File: config.mk
export PLATFORM = sky130hd
export DESIGN_NAME = vga_sync_gen
export DESIGN_NICKNAME = d
export VERILOG_FILES = /design/src/rtl/vga_timing_pkg.sv /design/src/rtl/pixel_tick_gen.sv /design/src/rtl/vga_sync_gen.sv
export SDC_FILE = /design/constraint.sdc
export NUM_CORES = 1
export LEC_CHECK = 0
export BUFFER_PORTS_ARGS = -buffer_cell sky130_fd_sc_hd__buf_2
export CORE_AREA = 10 10 100 102
export DETAILED_ROUTE_END_ITERATION = 6
export DIE_AREA = 0 0 110 112
export GPL_TIMING_DRIVEN = 1
export PLACE_DENSITY_LB_ADDON = 0.12
export SETUP_SLACK_MARGIN = 0.15
export SYNTH_ARGS = -nofsm -noshare
export SYNTH_HDL_FRONTEND = slang
export SYNTH_SLANG_ARGS = --single-unit
File: constraint.sdc
create_clock -name clk -period 2.4 [get_ports clk]
set_input_delay 0.24 -clock clk [delete_from_list [all_inputs] [get_ports clk]]
set_output_delay 0.24 -clock clk [all_outputs]
set_load 0.01 [all_outputs]
File: src/rtl/vga_timing_pkg.sv
// Shared VGA 640x480@60 timing constants and output bundle, used by the sync
// generator and the downstream colour stage.
package vga_timing_pkg;

  localparam int CNT_W = 10;  // h/v count width
  localparam int FC_W  = 8;   // frame counter width

  localparam int VGA_CLK_DIV     = 4;
  localparam int VGA_H_TOTAL     = 800;
  localparam int VGA_H_SYNC      = 96;
  localparam int VGA_H_ACT_START = 144;
  localparam int VGA_H_ACT_END   = 784;
  localparam int VGA_V_TOTAL     = 525;
  localparam int VGA_V_SYNC      = 2;
  localparam int VGA_V_ACT_START = 35;
  localparam int VGA_V_ACT_END   = 515;

  // Registered per-pixel outputs of the sync generator
  typedef struct packed {
    logic             pixel_tick;
    logic             hsync;
    logic             vsync;
    logic             video_on;
    logic [CNT_W-1:0] pixel_x;
    logic [CNT_W-1:0] pixel_y;
    logic             line_start;
    logic             frame_start;
    logic [FC_W-1:0]  frame_count;
  } vga_out_t;

  // Idle/reset value: syncs deasserted (high), everything else zero
  localparam vga_out_t VGA_OUT_RST = '{
    pixel_tick: 1'b0, hsync: 1'b1, vsync: 1'b1, video_on: 1'b0,
    pixel_x: '0, pixel_y: '0, line_start: 1'b0, frame_start: 1'b0,
    frame_count: '0
  };

endpackage

File: src/rtl/pixel_tick_gen.sv
// Pixel-rate strobe: divides clk by CLK_DIV, tick high for one clk per period.
module pixel_tick_gen #(
  parameter int CLK_DIV = 4
) (
  input  logic clk,
  input  logic rst,
  output logic tick
);

  localparam int DW = (CLK_DIV > 1) ? $clog2(CLK_DIV) : 1;
  localparam logic [DW-1:0] DIV_LAST = DW'(CLK_DIV - 1);

  logic [DW-1:0] div;

  // Free-running divider 0..CLK_DIV-1
  always_ff @(posedge clk) begin
    if (rst)                  div <= '0;
    else if (div == DIV_LAST) div <= '0;
    else                      div <= div + 1'b1;
  end

  assign tick = (div == DIV_LAST);

endmodule

File: src/rtl/vga_sync_gen.sv
// VGA sync generator: h/v raster counters advanced on the pixel tick, with all
// outputs registered decodes of the counts taken on the tick edge.
module vga_sync_gen
  import vga_timing_pkg::*;
#(
  parameter int CLK_DIV     = VGA_CLK_DIV,
  parameter int H_TOTAL     = VGA_H_TOTAL,
  parameter int H_SYNC      = VGA_H_SYNC,
  parameter int H_ACT_START = VGA_H_ACT_START,
  parameter int H_ACT_END   = VGA_H_ACT_END,
  parameter int V_TOTAL     = VGA_V_TOTAL,
  parameter int V_SYNC      = VGA_V_SYNC,
  parameter int V_ACT_START = VGA_V_ACT_START,
  parameter int V_ACT_END   = VGA_V_ACT_END
) (
  input  logic             clk,
  input  logic             rst,
  output logic             pixel_tick,
  output logic             hsync,
  output logic             vsync,
  output logic             video_on,
  output logic [CNT_W-1:0] pixel_x,
  output logic [CNT_W-1:0] pixel_y,
  output logic             line_start,
  output logic             frame_start,
  output logic [FC_W-1:0]  frame_count
);

  localparam logic [CNT_W-1:0] H_LAST = CNT_W'(H_TOTAL - 1);
  localparam logic [CNT_W-1:0] V_LAST = CNT_W'(V_TOTAL - 1);
  localparam logic [CNT_W-1:0] H_SW   = CNT_W'(H_SYNC);
  localparam logic [CNT_W-1:0] V_SW   = CNT_W'(V_SYNC);
  localparam logic [CNT_W-1:0] H_AS   = CNT_W'(H_ACT_START);
  localparam logic [CNT_W-1:0] H_AE   = CNT_W'(H_ACT_END);
  localparam logic [CNT_W-1:0] V_AS   = CNT_W'(V_ACT_START);
  localparam logic [CNT_W-1:0] V_AE   = CNT_W'(V_ACT_END);

  logic             tick;
  logic [CNT_W-1:0] h_cnt, v_cnt;
  logic [FC_W-1:0]  frame_cnt;
  logic             h_act, v_act;
  vga_out_t         out_q;

  pixel_tick_gen #(.CLK_DIV(CLK_DIV)) u_tick (
    .clk  (clk),
    .rst  (rst),
    .tick (tick)
  );

  // Raster counters: h advances per tick, v and frame on the wraps
  always_ff @(posedge clk) begin
    if (rst) begin
      h_cnt     <= '0;
      v_cnt     <= '0;
      frame_cnt <= '0;
    end else if (tick) begin
      if (h_cnt == H_LAST) begin
        h_cnt <= '0;
        if (v_cnt == V_LAST) begin
          v_cnt     <= '0;
          frame_cnt <= frame_cnt + 1'b1;
        end else begin
          v_cnt <= v_cnt + 1'b1;
        end
      end else begin
        h_cnt <= h_cnt + 1'b1;
      end
    end
  end

  assign h_act = (h_cnt >= H_AS) && (h_cnt < H_AE);
  assign v_act = (v_cnt >= V_AS) && (v_cnt < V_AE);

  // Output decode: level outputs load on the tick and hold, strobes last one clk
  always_ff @(posedge clk) begin
    if (rst) begin
      out_q <= VGA_OUT_RST;
    end else begin
      out_q.pixel_tick  <= tick;
      out_q.line_start  <= tick && (h_cnt == '0);
      out_q.frame_start <= tick && (h_cnt == '0) && (v_cnt == '0);
      if (tick) begin
        out_q.hsync       <= (h_cnt >= H_SW);
        out_q.vsync       <= (v_cnt >= V_SW);
        out_q.video_on    <= h_act && v_act;
        out_q.pixel_x     <= (h_act && v_act) ? (h_cnt - H_AS) : '0;
        out_q.pixel_y     <= (h_act && v_act) ? (v_cnt - V_AS) : '0;
        out_q.frame_count <= frame_cnt;
      end
    end
  end

  assign pixel_tick  = out_q.pixel_tick;
  assign hsync       = out_q.hsync;
  assign vsync       = out_q.vsync;
  assign video_on    = out_q.video_on;
  assign pixel_x     = out_q.pixel_x;
  assign pixel_y     = out_q.pixel_y;
  assign line_start  = out_q.line_start;
  assign frame_start = out_q.frame_start;
  assign frame_count = out_q.frame_count;

endmodule

==> After elaboration in Yosys (flattened, before gate mapping) <==
Cells that the tools add are included.
{ "word_totals": {"reg_bits": 64, "elab_cells": 42, "n_memories": 0, "latchBits": 0, "ram_bits": 0, "input_bits": 2, "out_inout_bits": 34, "romBits": 0} }
{ "op_classes": {"n_reduce_logical": 10, "n_bitwise": 0, "n_lt_le_gt_ge": 6, "n_addsub": 6, "n_mul": 0, "mux": 4, "shift": 0, "eq_ne": 3, "div_mod_pow": 0} }
{ "op_table": {"columns": ["op", "n"], "rows": [
  ["$mux W10", 4],
  ["$add A10 B1 Y10 const B", 2],
  ["$eq A10 B10 Y1 const B", 2],
  ["$logic_not A10 Y1", 2],
  ["$lt A10 B10 Y1 const B", 2],
  ["$ge A10 B2 Y1 const B", 1],
  ["$ge A10 B6 Y1 const B", 1],
  ["$ge A10 B7 Y1 const B", 1],
  ["$ge A10 B8 Y1 const B", 1],
  ["$sub A10 B6 Y10 const B", 1],
  ["$sub A10 B8 Y10 const B", 1],
  ["$add A8 B1 Y8 const B", 1],
  ["$logic_and A1 B1 Y1", 5],
  ["$reduce_and A3 Y1", 1],
  ["$add A2 B1 Y2 const B", 1],
  ["$eq A2 B2 Y1 const B", 1],
  ["$reduce_and A2 Y1", 1],
  ["$reduce_or A2 Y1", 1]
]} }

==> Depth between registers and ports, before layout <==
{ "logic_depth": {"ltp_word": 4, "mapped_depth": 8, "ltp_nobuf": 6} }

==> By module <==
A second synthesis with hierarchy kept.
{ "hier_totals": {"hier_cells": 341, "area_unflattened_um2": 3072.9} }
{ "modules_own_cells": {"columns": ["mod", "n_inst", "area_each_um2", "seq_area_each_um2", "cells_each"], "rows": [
  ["vga_sync_gen", 1, 2997.9, 1241.2, 336],
  ["pixel_tick_gen", 1, 75.1, 40.0, 5]
]} }

==> Worst setup path before layout <==
Ideal clock, no wire load.
{ "synth_timing": {"path_kind": "register to register", "from": "register v_cnt[1]", "to": "register frame_cnt[7]", "required_ns": 2.279, "setup_ns": 0.121, "stages_incl_launch_ff": 8, "path_slack_ns": 0.092, "t_arrival_ns": 2.187, "period_less_slack_ns": 2.308, "n_path_buf": 1, "cell_sequence": "dfxtp_1 -> clkbuf_1 -> inv_1 -> ha_1 -> or4b_4 -> or4_1 -> nor3_1 -> mux2_2"} }
{ "synth_between": {"elab_chain_len": 2} }
{ "synth_lines": {"columns": ["item", "line_no", "source"], "rows": [
  ["from (decl)", "vga_sync_gen.sv:39", "logic [CNT_W-1:0] h_cnt, v_cnt;"],
  ["from (signal assigned)", "vga_sync_gen.sv:63", "v_cnt <= v_cnt + 1'b1;"],
  ["$eq A10 B10 Y1", "vga_sync_gen.sv:59", "if (v_cnt == V_LAST) begin"],
  ["$reduce_and A3 Y1 (no source line)", null, null],
  ["to (signal assigned)", "vga_sync_gen.sv:61", "frame_cnt <= frame_cnt + 1'b1;"],
  ["to (decl)", "vga_sync_gen.sv:40", "logic [FC_W-1:0] frame_cnt;"]
]} }
Every way passes these cells.
A chain may end at the register's enable or synchronous reset.

==> Worst setup path in the final report <==
{ "layout_timing": {"from": "register v_cnt[0]", "to": "register frame_cnt[6]"} }
The elaborated chain is that of the path after synthesis.

==> results.txt <==
- Max_cap viols: 0
- Crit path largest cell delay: 0.52 ns
- At the end of routability-driven placement, the weighted congestion stood at 0.789.
- Skew-Pair Late Insertion Delay: 0.34 ns
* Max_slew headroom: 0.688
- Largest buffer count on any clock path: 2
- Across the VDD grid, the largest voltage drop is 0.286 mV.
- Worst Reg-to-Reg Cells: 6
- Count of routing violations after the opening detailed-route iteration: between 50 and 60
* Maximum clock frequency: 447 MHz
* Most used DFF post-synth: sky130_fd_sc_hd__dfxtp_1
- The root buffer cell chosen for the clock tree is sky130_fd_sc_hd__clkbuf_8.
- The run finished with clean final reports.
- The min-delay analysis places its worst path in the category in2reg.
- Routed wire length per instance: 14.2 µm
- Synthesized Nets: between 300 and 400
- The slowest stage of the critical path belongs to the cell sky130_fd_sc_hd__or4b_4.
* Cell area after technology mapping: 2990 µm²
* Global-route wire length before repair: 11600 µm
- End point of the critical path: frame_cnt[6]$_SDFFE_PP0P_
* Combined global-route utilization of all metal layers: 0.116
- Post-route core utilization: 0.434
* Global route total overflow: 0
- Cts hold-fix bufs: 0
* Number of buffers inserted during clock tree synthesis: 9
- Detailed placement ended at an HPWL of 4850 µm.
- Most frequent cell after synthesis: sky130_fd_sc_hd__dfxtp_1
- The Yosys step of the flow raised 0 warnings.
- Worst EP required: 2.67 ns
- Number of buffer and inverter instances along the worst setup path: 1
- Area contributors post-synth: sky130_fd_sc_hd__dfxtp_1 (43%), sky130_fd_sc_hd__o31ai_1 (6.3%), sky130_fd_sc_hd__xnor2_1 (5.6%), sky130_fd_sc_hd__ha_1 (5.0%), sky130_fd_sc_hd__nor2_1 (4.1%)
* Critical Path Source Type: register
- Total length of routed wires: about 7000 µm
* Number of distinct library cells after synthesis: 38
- Site Rows: 33
- Pin count of the biggest net entering global routing: 28
- Die span in x: approximately 110 µm
- During I/O placement, the number of pins put on the boundary was 36.
- Sink Count: 64
- In this run the worst path has a maximum fanout of 4.
- WS Path Type: reg2reg
- Final layout net count: 387
- The cell family contributing the most delay on the critical path is simple AND/OR/NAND/NOR gates.
- Port buffering added 35 buffers.
- Data arrival time at the worst-slack endpoint: approximately 2.5 ns
- Least-Margin Pin Slew: 0.467 ns
* Share of flip-flops with an asynchronous set or reset after synthesis: 0
- The cell count after synthesis came out at about 340.
- Summed over all instances, the cell type with the most area after synthesis is sky130_fd_sc_hd__dfxtp_1.
* Layout cell share with drive strength beyond 1: 0.196
- Setup fix buffers added after clock tree synthesis: 0
* Via count normalized by instance count: 4.96
* Static leakage power: 1.36 nW
* Via count of the first global-routing pass: 2279
- Number of antenna violations at the first check in global routing: 0
- In the finished design, the share of the clock period the worst path needs comes to 0.932.
- The number of hold violations in the final report was 0.
- Count of antenna diodes in the layout: 0
* Pre-antenna DRT Iters: 4
* Number of nets with antenna violations after detailed routing: 0
- Accumulated negative setup slack: 0 ns
* Worst r2r dst: frame_cnt[6]$_SDFFE_PP0P_
* Final Slew Violations: 0
- The routed layout has 2398 vias.
- Starting utilization of the core area: 0.371
- In this run the critical register-to-register path is launched from v_cnt[0]$_SDFFE_PP0P_.
- Chip Height: ~110 µm
- Number of enable-type register cells in the synthesized netlist: 0
* Worst setup path startpoint: v_cnt[0]$_SDFFE_PP0P_
- STA classifies the critical path endpoint as a register.
- Top cell types by occurrence after synthesis: sky130_fd_sc_hd__dfxtp_1 (64), sky130_fd_sc_hd__nor2_1 (33), sky130_fd_sc_hd__nand2_1 (32)
- The share of the Yosys chip area taken by registers is 0.428.
* Register bit total from synthesis: 64
- Clock tree from TritonCTS: built
- The cell that appears most often on the critical path is sky130_fd_sc_hd__or4b_4.
- The smallest clock period supported by the final layout is computed as 2.24 ns.
- The signal on the critical path passes through inv_2, ha_1, or4b_4, or4b_4, or4_4, a21oi_2.
* Total power after layout: 2.08 mW
* Post-Syn Area per Cell: 8.72 µm²
- Unrepaired setup endpoints after global routing: true
- Clock-pin slew was measured on the worst setup and hold paths at 0.07 ns.
- Setup violations remaining at the end of the flow were counted as 0.
- Of the post-synthesis cell area, the dominant cell type holds 0.428.
- The critical path crosses 6 cells after its start point.
- Reg2Reg Setup Slack: about 0.16 ns
- Power per standard cell area: 597 nW/µm²
- Compared with the post-synthesis result, the final layout area differs by 16.8%.
- The clock arrives with approximately 0.0078 ns of skew.
- Overall die area: between 10000 and 15000 µm²
* Deepest level of the CTS H-tree: 3
* DRC violation count after routing: 0
- Total core area: about 8100 µm²
## area by class of cell
class	instances	area [µm²]
fillers	827	4560
inverters	15	56.3
multi-input cells	236	1560
well taps	105	131
clock inverters	3	40.0
clock buffers	13	159
repair buffers	47	265
flip-flops and latches	64	1280
## worst reg2reg max path: cells and delay by family, from the launching register on
kind	cells	cell delay, ns
buffers and inverters	1	0.08
DFF	1	0.32
adders and majority gates	1	0.14
AOI/OAI and AO/OA	1	0.14
and+or+nand+nor	3	1.51
## per-layer routing
layer / track usage / up-vias / share of wire
li1: - / 1260 / -
met1: 0.165 / 1090 / 0.51
met2: 0.158 / 39 / 0.41
met3: 0.0398 / 9 / 0.067
met4: 0.0365 / 0 / 0.011
met5: 0 / - / 0
## cell usage in the layout (no fill, tap or decap), types with 4 or more instances in the layout
master	count
sky130_fd_sc_hd__nand3_1	8
sky130_fd_sc_hd__a21oi_1	18
sky130_fd_sc_hd__nor2_1	33
sky130_fd_sc_hd__nor3_1	8
sky130_fd_sc_hd__xnor2_1	19
sky130_fd_sc_hd__buf_2	35
sky130_fd_sc_hd__clkbuf_8	11
sky130_fd_sc_hd__nand2_1	32
sky130_fd_sc_hd__mux2i_1	11
sky130_fd_sc_hd__or3_1	9
sky130_fd_sc_hd__buf_4	12
sky130_fd_sc_hd__o31ai_1	25
sky130_fd_sc_hd__inv_1	14
sky130_fd_sc_hd__or4_1	5
sky130_fd_sc_hd__nor4_1	4
sky130_fd_sc_hd__o21ai_0	9
sky130_fd_sc_hd__nand4_1	8
sky130_fd_sc_hd__xor2_1	5
sky130_fd_sc_hd__and3_1	4
sky130_fd_sc_hd__ha_1	12
sky130_fd_sc_hd__dfxtp_1	64
## logic make-up (layout without fill, tap and decap cells)
kind of cell             after synthesis  after routing  synth area share
buffers and inverters                 43             78            0.0569
adder cells (fa/ha/maj)               12             12            0.0502
XOR/XNOR                              24             24            0.0703
flip-flops                            64             64             0.428
AO/OA/AOI/OAI                         59             59             0.129
multiplexers                          13             13            0.0444
AND/OR/NAND/NOR                      128            128             0.221
## timing repair
| action | 4_1_cts | 5_1_grt |
|---|---|---|
| pin swaps | 0 | 2 |
| gates resized for setup | 1 | 5 |
| endpoints found under the setup margin | 3 | 36 |
## per-stage QoR
step | hold WS, ns | cell area, µm² | setup WS [ns] | std cells
3_5_place_dp | 0.430 | 3280 | 0.142 | 467
2_1_floorplan | 0.404 | 3010 | 0.158 | 343
6_report | 0.332 | 3490 | 0.163 | 483
4_1_cts | 0.344 | 3480 | 0.172 | 483
3_3_place_gp | 0.424 | 3280 | 0.199 | 467
5_1_grt | 0.362 | 3490 | 0.0785 | 483
## power breakdown
group / internal [mW] / total [mW] / switching, mW / leakage, nW
clock: 0.534 / 0.940 / 0.406 / 0.103
sequential: 1.07 / 1.08 / 0.00627 / 0.516
combinational: 0.0230 / 0.0657 / 0.0426 / 0.739
total: 1.63 / 2.08 / 0.455 / 1.36
## state kept, by name (all words and copies together) (netlist names)
signal and count:
h_cnt 10, pixel_x 10, pixel_y 10, v_cnt 10
frame_cnt 8, frame_count 8, u_tick.div 2, frame_start 1
hsync 1, line_start 1, pixel_tick 1, video_on 1
vsync 1
## worst min path at each step
stage / startpoint / end / slack (ns) / cells after the start
after detailed placement: u_tick.div[0]$_SDFF_PP0_ / u_tick.div[0]$_SDFF_PP0_ / 0.43 / 1
final: rst / pixel_tick$_SDFF_PP0_ / 0.33 / 3
after CTS: rst / pixel_tick$_SDFF_PP0_ / 0.34 / 3
after global placement: u_tick.div[0]$_SDFF_PP0_ / u_tick.div[0]$_SDFF_PP0_ / 0.42 / 1
after global routing: rst / pixel_tick$_SDFF_PP0_ / 0.36 / 3
after floorplan: u_tick.div[0]$_SDFF_PP0_ / u_tick.div[0]$_SDFF_PP0_ / 0.40 / 1
(Power assumes the default switching activity.)
